<file path="config.mk">
export PLATFORM = sky130hd
export DESIGN_NAME = operand_unpacker
export DESIGN_NICKNAME = d
export VERILOG_FILES = /design/src/rtl/operand_unpacker.sv
export SDC_FILE = /design/constraint.sdc
export NUM_CORES = 1
export LEC_CHECK = 0
export ABC_CLOCK_PERIOD_IN_PS = 3270
export BUFFER_PORTS_ARGS = -buffer_cell sky130_fd_sc_hd__buf_2
export CAP_MARGIN = 0
export CORE_MARGIN = 1.5
export CORE_UTILIZATION = 50
export DETAILED_ROUTE_END_ITERATION = 7
export PLACE_DENSITY = 0.8
export SYNTH_ARGS = -nofsm -noshare
export SYNTH_HDL_FRONTEND = slang
export SYNTH_SLANG_ARGS = --single-unit
</file>
<file path="constraint.sdc">
create_clock -name clk_i -period 3.27 [get_ports clk_i]
set_input_delay 0.327 -clock clk_i [delete_from_list [all_inputs] [get_ports clk_i]]
set_output_delay 0.327 -clock clk_i [all_outputs]
set_load 0.01 [all_outputs]
</file>
<file path="src/rtl/operand_unpacker.sv">
// Input stage of the binary32 adder: splits two packed operands into fields,
// then derives magnitude order, exponent distance and special-value flags.
// One transaction takes three cycles: READY -> COMPARE -> DONE.
module operand_unpacker (
  input  logic        clk_i,
  input  logic        rst_i,
  input  logic        data_valid_i,
  input  logic [31:0] x_i,
  input  logic [31:0] y_i,
  output logic        ready_o,
  output logic        data_valid_o,
  output logic        x_sign_o,
  output logic        y_sign_o,
  output logic [7:0]  x_exp_o,
  output logic [7:0]  y_exp_o,
  output logic [22:0] x_frac_o,
  output logic [22:0] y_frac_o,
  output logic        x_greater_o,
  output logic [7:0]  exp_shift_o,
  output logic        x_infinity_o,
  output logic        y_infinity_o,
  output logic        x_nan_o,
  output logic        y_nan_o
);

  typedef enum logic [1:0] {
    READY   = 2'd0,
    COMPARE = 2'd1,
    DONE    = 2'd2
  } state_t;

  state_t state, state_nxt;

  logic accept;
  assign accept = (state == READY) && data_valid_i;

  // State register
  always_ff @(posedge clk_i) begin
    if (rst_i) state <= READY;
    else       state <= state_nxt;
  end

  // Next-state logic: strobes outside READY are simply ignored
  always_comb begin
    state_nxt = state;
    case (state)
      READY:   if (data_valid_i) state_nxt = COMPARE;
      COMPARE: state_nxt = DONE;
      DONE:    state_nxt = READY;
      default: state_nxt = READY;
    endcase
  end

  // Handshake outputs depend on state only, so no path from data_valid_i
  always_comb begin
    ready_o      = (state == READY);
    data_valid_o = (state == DONE);
  end

  // Metadata is computed from the captured fields, never from x_i/y_i
  logic       x_ge;
  logic [7:0] shift;
  logic       x_exp_max, y_exp_max;

  always_comb begin
    x_ge      = (x_exp_o > y_exp_o) ||
                ((x_exp_o == y_exp_o) && (x_frac_o >= y_frac_o));
    shift     = (x_exp_o >= y_exp_o) ? (x_exp_o - y_exp_o) : (y_exp_o - x_exp_o);
    x_exp_max = (x_exp_o == 8'hFF);
    y_exp_max = (y_exp_o == 8'hFF);
  end

  // Field capture on accept, metadata update in COMPARE; everything else holds
  always_ff @(posedge clk_i) begin
    if (rst_i) begin
      x_sign_o     <= 1'b0;
      y_sign_o     <= 1'b0;
      x_exp_o      <= '0;
      y_exp_o      <= '0;
      x_frac_o     <= '0;
      y_frac_o     <= '0;
      x_greater_o  <= 1'b0;
      exp_shift_o  <= '0;
      x_infinity_o <= 1'b0;
      y_infinity_o <= 1'b0;
      x_nan_o      <= 1'b0;
      y_nan_o      <= 1'b0;
    end else if (accept) begin
      x_sign_o <= x_i[31];
      y_sign_o <= y_i[31];
      x_exp_o  <= x_i[30:23];
      y_exp_o  <= y_i[30:23];
      x_frac_o <= x_i[22:0];
      y_frac_o <= y_i[22:0];
    end else if (state == COMPARE) begin
      x_greater_o  <= x_ge;
      exp_shift_o  <= shift;
      x_infinity_o <= x_exp_max && (x_frac_o == '0);
      y_infinity_o <= y_exp_max && (y_frac_o == '0);
      x_nan_o      <= x_exp_max && (x_frac_o != '0);
      y_nan_o      <= y_exp_max && (y_frac_o != '0);
    end
  end

endmodule

</file>
==> reports/metrics.csv <==
stage;metric;value;unit
floorplan;IO Count;146;
synth;syn nets;635;
clock_tree;post-CTS setup buffer count;0;
global_routing;Top Usage Layer GRT;met2;
floorplan;Die H;93.5;um
routing;total number of vias;4071;
routing;vias per cell;5.32;
clock_tree;H-tree depth;3;
critical_path;critical path arrival;2910;ps
critical_path;Worst Path Max Fanout;7;
synth;post-synthesis sequential area ratio;0.386;
sta;Clock Skew;5.92;ps
synth;area share of the largest cell type after synthesis;0.386;
floorplan;starting density of the core;0.522;
sta;fin crit period;2650;ps
routing;DRC viols;0;
floorplan;Die X;93.5;um
clock_tree;CTS tree;built;
cells_and_area;layout cells sized above 1;0.252;
synth;Warnings, synthesis;0;
global_routing;met1 GRT Util;0.319;
synth;post-synth cell types;43;
sta;Hold Vio Cnt, Final;0;
status;result of the run;finished, final reports clean;
power_and_ir_drop;Max VDD drop;0.000321;V
sta;final period utilization;0.810;
sta;# setup viols final;0;
cells_and_area;Finished Layout Cells;765;
critical_path;Setup crit end kind;flop;
floorplan;total core area;7850;um^2
routing;DR pass1 iterations;4;
cells_and_area;P&R area growth vs syn;22.9;%
critical_path;reg2reg start;x_exp_o[0]$_SDFFE_PP0P_;
sta;pins over their slew limit;0;
global_routing;largest net degree at the start of global routing;66;
global_routing;grt total ovfl;0;
global_routing;met3 GRT Util;0.0748;
critical_path;Worst setup startpoint;x_exp_o[0]$_SDFFE_PP0P_;
floorplan;die area;8750;um^2
power_and_ir_drop;Design Power;0.00246;W
clock_tree;PostCTS Resize Cnt;0;
sta;RSZ-0062 raised after global routing;false;
sta;highest clock rate;377;MHz
critical_path;CP Data Required Time;3530;ps
global_routing;vias in the first global route;3914;
routing;initial drt markers;152;
synth;cell area after synthesis;4100;um^2
routing;final WL;11100;um
synth;Synth Flop Type;dfxtp_1;
synth;largest cells by area after synthesis;dfxtp_1 (39%), nand2_1 (13%), ha_1 (12%);
global_routing;gr usage total;0.261;
power_and_ir_drop;Pwr Density;489;nW/um^2
place;DP Area;4820;um^2
cells_and_area;Layout Nets;765;
clock_tree;clk slew on worst S/H paths;80;ps
critical_path;Crit Path Category;flop to flop;
synth;Post-synth top cells;nand2_1 (141), a21oi_1 (84), dfxtp_1 (79);
power_and_ir_drop;Leak;2.36;nW
cells_and_area;final instance area;5040;um^2
place;dpl hpwl;8360;um
routing;Avg WL per Cell;14.6;um
place;routability congestion estimate;0.904;
clock_tree;clk buf depth;2;
synth;flops & latches, synth;79;
clock_tree;clk_lat worst skew;340;ps
flow_run;number of max-cap violations;0;
global_routing;first-pass GRT wire length;18200;um
global_routing;initial antenna violation count;0;
synth;Syn Inst Count;528;
floorplan;Rows;32;
worst_hold_path;min-delay src;x_i[7];
synth;most common cell in the synthesized netlist;nand2_1;
routing;Final ANT Viol Nets;0;
sta;final setup TNS;0;ps
place;Placed Instances;749;
worst_hold_path;worst min path class;input port to flop;
clock_tree;clock sink total;79;
synth;post-synth top area cell;dfxtp_1;
sta;Slew HR;0.187;
clock_tree;CTS Root Cell;clkbuf_8;
place;# port buffers;145;
synth;average size of a mapped cell;7.76;um^2
cells_and_area;FILL cells;699;
synth;share of flip-flops with an asynchronous set or reset;0;
sta;Worst Tran Pin Value;1210;ps
sta;hold slack;213;ps
clock_tree;CTS Buf Count;9;
clock_tree;Hold-fix buffers, CTS;0;
synth;number of synthesized flops with an enable pin;0;
critical_path;Startpoint Class;flop;
cells_and_area;Antenna Cells;0;
global_routing;GRT met2 Usage;0.441;
[cell usage in the layout (no fill, tap or decap), types with 3 or more instances in the layout]
master / synthesis / final
buf_2: 0 / 145
nand2_1: 141 / 140
a21oi_1: 84 / 84
dfxtp_1: 79 / 79
inv_1: 41 / 41
ha_1: 38 / 38
nor2_1: 17 / 17
nor4_1: 12 / 12
nand4_1: 10 / 10
clkbuf_8: 0 / 9
a211oi_1: 7 / 7
nor3_1: 7 / 7
a21o_1: 6 / 6
nor2b_1: 5 / 5
o21a_1: 4 / 4
xnor2_1: 4 / 4
nand2b_1: 4 / 4
o21ai_0: 4 / 4
a31oi_1: 3 / 3
nand3_1: 3 / 3
a22oi_1: 3 / 3
o41ai_1: 3 / 3
buf_4: 2 / 3
[logic make-up (layout without fill, tap and decap cells)]
family / count (synthesis) / after routing / synth area share
buf+inv: 70 / 205 / 0.0751
flops: 79 / 79 / 0.386
compound gates: 121 / 121 / 0.171
fa+ha+maj: 40 / 40 / 0.126
xor+xnor: 5 / 5 / 0.0107
simple gates: 210 / 210 / 0.223
mux: 3 / 3 / 0.00855
[per-stage QoR]
step                      setup slack [ps]  utilization
final                                  621        0.642
after global routing                   493        0.642
after floorplan                        806            -
after global placement                 734        0.615
after CTS                              645        0.642
after detailed placement               684        0.615
[metal layers]
| layer | part of all wire | vias up | wire [um] |
|---|---|---|---|
| met3 | 0.072 | 13 | 798 |
| met4 | 0.014 | 0 | 153 |
| met1 | 0.43 | 1862 | 4790 |
| met2 | 0.49 | 143 | 5410 |
| li1 | - | 2053 | - |
| met5 | 0 | - | 0 |
[flip-flops by register name, indices dropped and copies added (netlist names)]
register	count
y_infinity_o	1
x_sign_o	1
x_greater_o	1
state	2
x_infinity_o	1
y_nan_o	1
y_exp_o	8
x_exp_o	8
x_frac_o	23
y_frac_o	23
x_nan_o	1
exp_shift_o	8
y_sign_o	1
[worst max-delay path, cell delays in order (launching register included)]
cell	delay (ps)
dfxtp_1	430
inv_1	70
ha_1	220
fa_1	390
nand3b_1	220
a31o_1	290
and2_1	270
mux2_4	330
xor2_1	150
a211oi_2	200
[path summary, 6_finish.rpt]
check                                endpoint  slack, ps  depth (start not counted)
setup / recovery  exp_shift_o[5]$_SDFFE_PP0P_        620                          9
hold / removal       x_frac_o[7]$_SDFFE_PP0P_        210                          3
setup reg to reg  exp_shift_o[5]$_SDFFE_PP0P_        620                          9
hold reg to reg         x_sign_o$_SDFFE_PP0P_        450                          2
[report_power, final]
group	leakage (nW)	internal (W)	switching, W
logic	1.61	0.000253	0.000330
clock network	0.104	0.000432	0.000361
registers	0.648	0.00102	0.0000653
[cell type report]
| cell class | count | area, um^2 | share of cell area |
|---|---|---|---|
| clock buffer | 11 | 131 | 0.0261 |
| clock inverter | 5 | 81.3 | 0.0161 |
| inverter | 41 | 154 | 0.0306 |
| multi-input combinational | 379 | 2210 | 0.439 |
| sequential | 79 | 1580 | 0.314 |
| tap | 102 | 128 | 0.0253 |
| timing repair buffer | 148 | 748 | 0.149 |
(Power assumes the default switching activity.)
